--- config.mk ---
export PLATFORM = sky130hd
export DESIGN_NAME = alu_reservation_station
export DESIGN_NICKNAME = d
export VERILOG_FILES = /design/src/rtl/alu_reservation_station.sv
export SDC_FILE = /design/constraint.sdc
export NUM_CORES = 1
export LEC_CHECK = 0
export CAP_MARGIN = 20
export CORE_ASPECT_RATIO = 1.4
export CORE_MARGIN = 1.5
export CORE_UTILIZATION = 28
export DETAILED_ROUTE_END_ITERATION = 6
export PLACE_DENSITY_LB_ADDON = 0.1
export REMOVE_ABC_BUFFERS = 1
export SLEW_MARGIN = 20
export SYNTH_ARGS = -nofsm -noshare
export SYNTH_HDL_FRONTEND = slang
export SYNTH_SLANG_ARGS = --single-unit
--- constraint.sdc ---
create_clock -name clk -period 6.4 [get_ports clk]
set_input_delay 1.28 -clock clk [delete_from_list [all_inputs] [get_ports clk]]
set_output_delay 1.28 -clock clk [all_outputs]
set_load 0.1 [all_outputs]
--- src/rtl/alu_reservation_station.sv ---
// ALU reservation station: collects operands from decode and the CDB, issues one ready op per cycle.
// Define ALU_RS_OLDEST_FIRST_EN for age-ordered issue; default issues the lowest-index ready entry.

package alu_rs_pkg;
    typedef struct packed {
        logic [3:0] opcode;
        logic       i_format;
    } operation_specification;
endpackage

module alu_reservation_station
    import alu_rs_pkg::*;
#(
    parameter int unsigned DATA_WIDTH = 64,
    parameter int unsigned DEPTH      = 4,
    parameter int unsigned TAG_WIDTH  = 4
) (
    input  logic                          clk,
    input  logic                          rst,
    input  logic                          flush,
    input  logic                          alloc_valid,
    output logic                          alloc_ready,
    input  operation_specification        alloc_op_spec,
    input  logic [DATA_WIDTH-1:0]         alloc_lhs,
    input  logic                          alloc_lhs_valid,
    input  logic [TAG_WIDTH-1:0]          alloc_lhs_tag,
    input  logic [DATA_WIDTH-1:0]         alloc_rhs,
    input  logic                          alloc_rhs_valid,
    input  logic [TAG_WIDTH-1:0]          alloc_rhs_tag,
    input  logic [TAG_WIDTH-1:0]          alloc_dest_tag,
    input  logic                          cdb_valid,
    input  logic [TAG_WIDTH-1:0]          cdb_tag,
    input  logic [DATA_WIDTH-1:0]         cdb_data,
    output logic                          issue_valid,
    input  logic                          issue_ready,
    output operation_specification        issue_op_spec,
    output logic [DATA_WIDTH-1:0]         issue_lhs,
    output logic [DATA_WIDTH-1:0]         issue_rhs,
    output logic [TAG_WIDTH-1:0]          issue_dest_tag,
    output logic [$clog2(DEPTH):0]        occupancy
);

    localparam int unsigned IDX_W = $clog2(DEPTH);
    localparam int unsigned OCC_W = IDX_W + 1;

    logic [DEPTH-1:0]             busy_q;
    operation_specification       op_q      [DEPTH];
    logic [DATA_WIDTH-1:0]        lhs_q     [DEPTH];
    logic [DATA_WIDTH-1:0]        rhs_q     [DEPTH];
    logic [DEPTH-1:0]             lhs_v_q;
    logic [DEPTH-1:0]             rhs_v_q;
    logic [TAG_WIDTH-1:0]         lhs_tag_q [DEPTH];
    logic [TAG_WIDTH-1:0]         rhs_tag_q [DEPTH];
    logic [TAG_WIDTH-1:0]         dest_q    [DEPTH];

    logic [DEPTH-1:0] ready;
    logic [IDX_W-1:0] issue_idx;
    logic [IDX_W-1:0] alloc_idx;
    logic             alloc_fire;
    logic             issue_fire;

    assign ready = busy_q & lhs_v_q & rhs_v_q;

    always_comb begin
        occupancy = '0;
        for (int i = 0; i < int'(DEPTH); i++) begin
            occupancy = occupancy + OCC_W'(busy_q[i]);
        end
    end

    assign alloc_ready = (occupancy < OCC_W'(DEPTH));
    assign alloc_fire  = alloc_valid && alloc_ready;
    assign issue_fire  = issue_valid && issue_ready;

    // Only registered-free slots are candidates, so the entry issuing this cycle is never reused.
    always_comb begin
        logic found;
        found     = 1'b0;
        alloc_idx = '0;
        for (int i = 0; i < int'(DEPTH); i++) begin
            if (!busy_q[i] && !found) begin
                found     = 1'b1;
                alloc_idx = IDX_W'(i);
            end
        end
    end

`ifdef ALU_RS_OLDEST_FIRST_EN
    // older_q[i][j] set means entry i was allocated before entry j.
    logic [DEPTH-1:0] older_q [DEPTH];

    always_comb begin
        logic outranked;
        issue_valid = 1'b0;
        issue_idx   = '0;
        for (int i = 0; i < int'(DEPTH); i++) begin
            outranked = 1'b0;
            for (int j = 0; j < int'(DEPTH); j++) begin
                if (j != i && ready[j] && older_q[j][i]) outranked = 1'b1;
            end
            if (ready[i] && !outranked && !issue_valid) begin
                issue_valid = 1'b1;
                issue_idx   = IDX_W'(i);
            end
        end
    end

    always_ff @(posedge clk) begin
        if (rst || flush) begin
            for (int i = 0; i < int'(DEPTH); i++) older_q[i] <= '0;
        end else if (alloc_fire) begin
            for (int j = 0; j < int'(DEPTH); j++) begin
                if (IDX_W'(j) != alloc_idx) begin
                    older_q[j][alloc_idx] <= 1'b1;
                    older_q[alloc_idx][j] <= 1'b0;
                end
            end
        end
    end
`else
    always_comb begin
        issue_valid = 1'b0;
        issue_idx   = '0;
        for (int i = 0; i < int'(DEPTH); i++) begin
            if (ready[i] && !issue_valid) begin
                issue_valid = 1'b1;
                issue_idx   = IDX_W'(i);
            end
        end
    end
`endif

    assign issue_op_spec  = op_q[issue_idx];
    assign issue_lhs      = lhs_q[issue_idx];
    assign issue_rhs      = rhs_q[issue_idx];
    assign issue_dest_tag = dest_q[issue_idx];

    always_ff @(posedge clk) begin
        if (rst || flush) begin
            busy_q  <= '0;
            lhs_v_q <= '0;
            rhs_v_q <= '0;
        end else begin
            for (int i = 0; i < int'(DEPTH); i++) begin
                if (issue_fire && issue_idx == IDX_W'(i)) busy_q[i] <= 1'b0;
                if (cdb_valid && busy_q[i] && !lhs_v_q[i] && lhs_tag_q[i] == cdb_tag) begin
                    lhs_q[i]   <= cdb_data;
                    lhs_v_q[i] <= 1'b1;
                end
                if (cdb_valid && busy_q[i] && !rhs_v_q[i] && rhs_tag_q[i] == cdb_tag) begin
                    rhs_q[i]   <= cdb_data;
                    rhs_v_q[i] <= 1'b1;
                end
                // The alloc slot is not busy, so it never collides with the wakeup above.
                if (alloc_fire && alloc_idx == IDX_W'(i)) begin
                    busy_q[i]    <= 1'b1;
                    op_q[i]      <= alloc_op_spec;
                    lhs_tag_q[i] <= alloc_lhs_tag;
                    rhs_tag_q[i] <= alloc_rhs_tag;
                    dest_q[i]    <= alloc_dest_tag;
                    if (!alloc_lhs_valid && cdb_valid && alloc_lhs_tag == cdb_tag) begin
                        lhs_q[i]   <= cdb_data;
                        lhs_v_q[i] <= 1'b1;
                    end else begin
                        lhs_q[i]   <= alloc_lhs;
                        lhs_v_q[i] <= alloc_lhs_valid;
                    end
                    if (!alloc_rhs_valid && cdb_valid && alloc_rhs_tag == cdb_tag) begin
                        rhs_q[i]   <= cdb_data;
                        rhs_v_q[i] <= 1'b1;
                    end else begin
                        rhs_q[i]   <= alloc_rhs;
                        rhs_v_q[i] <= alloc_rhs_valid;
                    end
                end
            end
        end
    end

endmodule

==> impl_metrics.env <==
export IMPL_yosys_area_top_type="edfxtp_1"
export IMPL_p_leak_nw=11.6
export IMPL_finalSetupViolations=0
export IMPL_worst_slack_ns=0.776
export IMPL_synth_edf_count=580
export IMPL_synthArstFlopShare=0
export IMPL_synth_warnings=0
export IMPL_register_area_mm2=0.0177
export IMPL_clock_sinks=592
export IMPL_cts_setup_buffers=0
export IMPL_hold_end="lhs_v_q[2]"
export IMPL_yosys_top_cells_count="edfxtp_1 (580), mux2_2 (427), o21ai_0 (275), nand2_1 (149), a221oi_1 (138)"
export IMPL_p_switching_mw=2.09
export IMPL_num_io_pins=363
export IMPL_start_util=0.281
export IMPL_intPower_mw=6.77
export IMPL_antenna_found_initial=18
export IMPL_r2r_cells=11
export IMPL_fmax_mhz=178
export IMPL_r2r_start="busy_q[0]"
export IMPL_crit_required_ns=5.12
export IMPL_cts_max_path_buffers=3
export IMPL_setup_tns_ns=0
export IMPL_relSlewSlack=0.251
export IMPL_drtAntennaViolNets=0
export IMPL_yosysUniqueCellTypes=43
export IMPL_seqPwrFrac=0.487
export IMPL_final_util=0.353
export IMPL_post_place_ws_ns=1.34
export IMPL_wl_per_cell_um=27.2
export IMPL_synthTopCellsByArea="edfxtp_1 (61%), mux2_2 (17%), o21ai_0 (4.9%)"
export IMPL_fin_skew_ns=0.0215
export IMPL_cts_buffers=68
export IMPL_synth_seq_area_share=0.622
export IMPL_cts_hold_buf=0
export IMPL_vias_per_cell=5.10
export IMPL_wl_um=100000
export IMPL_ir_drop_mv=0.128
export IMPL_cts_resized=0
export IMPL_layout_min_cycle_time_ns=5.62
export IMPL_die_h_um=380
export IMPL_r2r_setup_slack_ns=1.65
export IMPL_dp_hpwl_um=60000
export IMPL_rsz0062_at_grt="no"
export IMPL_power_frac_clock=0.426
export IMPL_worstMarginPinSlew_ns=1.12
export IMPL_cts_tree="done"
export IMPL_grt_pass1_wl_um=144000
export IMPL_multi_input_comb_area_mm2=0.0100
export IMPL_crit_chain="and3_4 > buf_4 > a221oi_1 > o21ai_0 > clkdlybuf4s50_1"
export IMPL_critPathKind="reg2out"
export IMPL_htree_num_levels=3
export IMPL_critPathMaxStageDelay_ns=1.22
export IMPL_grt_max_degree=73
export IMPL_p_per_area_mw_per_mm2=249
export IMPL_core_mm2=0.101
export IMPL_drt_first_pass_iters=5
export IMPL_overflow=0
export IMPL_rows=138
export IMPL_clk_pin_slew_ns=0.06
export IMPL_syn_avg_cell_area_um2=14.5
export IMPL_hold_path_class="reg2reg"
export IMPL_swShare=0.236
export IMPL_area_delta_synth_final_pct=25.4
export IMPL_p_comb_frac=0.087
export IMPL_drt_initial_drc_count=1307
export IMPL_status="finished, final reports clean"
export IMPL_ys_ff_latch=592
export IMPL_startpoint_type="flop"
export IMPL_slew_viol_final=0
export IMPL_drive_gt1_frac=0.269
export IMPL_root_buffer="clkbuf_16"
export IMPL_cp_max_fo=59
export IMPL_slowest_stage="clkdlybuf4s50_1"
export IMPL_die_width_um=272
export IMPL_holdPathStages=2
export IMPL_grt_pass1_vias=19600
export IMPL_grt_usage=0.192
export IMPL_dieArea_mm2=0.103
export IMPL_clock_latency_ns=0.62
export IMPL_num_vias=18800
export IMPL_arrival_ns=4.34
export IMPL_maxCapViolCount=0
export IMPL_r2r_end="rhs_q[0][54]"
export IMPL_hp_start="lhs_v_q[2]"
export IMPL_fillCellCount=9878
export IMPL_synthCells=1962
export IMPL_final_period_utilization=0.879
export IMPL_io_buffers=362
export IMPL_critPathCaptureType="primary output"
export IMPL_synth_main_ff_cell="edfxtp_1"
export IMPL_finalHoldViolations=0
export IMPL_nets=2522
export IMPL_routabilityCongestion=0.741
export IMPL_yosysMostFrequentCell="edfxtp_1"
export IMPL_syn_area_mm2=0.0284
export IMPL_synth_top_cell_area_share=0.614
export IMPL_drcViolationCount=0
## how the worst max path moves through the flow
stage                         start                end  depth (start not counted)
final                     busy_q[1]      issue_rhs[23]                          5
after global routing      busy_q[1]      issue_rhs[12]                          5
after global placement    busy_q[2]  issue_dest_tag[2]                          7
after detailed placement  busy_q[2]  issue_dest_tag[2]                          7
after floorplan           busy_q[2]  issue_dest_tag[0]                          4
after CTS                 busy_q[2]  issue_dest_tag[2]                          7
## metal layers
metal / GRT usage / vias to the layer above / share of wire
met5: 0 / - / 0.0016
met3: 0.0360 / 118 / 0.053
met4: 0.0452 / 24 / 0.016
met2: 0.336 / 513 / 0.51
met1: 0.242 / 9699 / 0.42
li1: - / 8397 / -
## final cells by class
type                       instances  area share
tap                             1330      0.0468
sequential                       592       0.496
antenna                            3    0.000211
clock inverter                    36     0.00710
clock buffer                      84      0.0513
timing repair buffer             413       0.115
inverter                          17     0.00179
multi-input combinational       1204       0.282
## through the flow
stage,std cells,cell area [um2],total power [mW],hold slack (ns)
finish,3679,35600,8.86,0.505
global route,3676,35600,9.16,0.538
CTS,3676,35600,9.00,0.509
detailed placement,3556,33500,5.17,0.499
global placement,3556,33500,5.16,0.492
floorplan,1813,27600,4.82,0.457
## registers in the layout, indices dropped and copies added, names as in the netlist
| register | cells |
|---|---|
| busy_q | 4 |
| dest_q | 16 |
| lhs_q | 256 |
| lhs_tag_q | 16 |
| lhs_v_q | 4 |
| op_q | 20 |
| rhs_q | 256 |
| rhs_tag_q | 16 |
| rhs_v_q | 4 |
## kinds of logic (layout without fill, tap and decap cells)
| logic type | after synthesis | in the layout | share of synthesized area |
|---|---|---|---|
| buffers and inverters | 166 | 550 | 0.0298 |
| DFF | 592 | 592 | 0.622 |
| xor gates and xnor gates | 37 | 37 | 0.0114 |
| and+or+nand+nor | 204 | 204 | 0.0325 |
| muxes | 512 | 512 | 0.203 |
| AOI/OAI and AO/OA | 446 | 446 | 0.0984 |
| adders and majority gates | 5 | 5 | 0.00247 |
| other | 0 | 3 | 0 |
## layout by cell type (no fill, tap or decap), types with 7 or more instances in the layout
cell type and n:
edfxtp_1 580, mux2_2 427, clkdlybuf4s50_1 327, o21ai_0 275, nand2_1 149, a221oi_1 138, mux2_1 85, buf_4 73
clkbuf_16 71, xnor2_1 27, inv_1 17, clkinv_1 17, a21oi_1 13, clkbuf_1 13, buf_12 13, dfxtp_1 12
xor2_1 10, nor2_4 10, nor3_1 10, clkinv_2 10, nand3_1 8, nor2_1 7, o31ai_1 7
## power by group through the flow
stage	registers, mW	logic, mW	clock network, mW
floorplan	4.40	0.422	0
global placement	4.40	0.766	0
detailed placement	4.40	0.776	0
CTS	4.31	0.781	3.90
global route	4.32	0.821	4.02
finish	4.31	0.772	3.77
## worst max-delay path, delay by kind of cell, from the launching register on
family | cells | cell delay (ns)
flip-flops | 1 | 0.47
AO/OA/AOI/OAI | 2 | 0.46
buffers and inverters | 2 | 1.80
AND/OR/NAND/NOR | 1 | 0.91
Note: power is estimated with default switching activity, not from simulation.
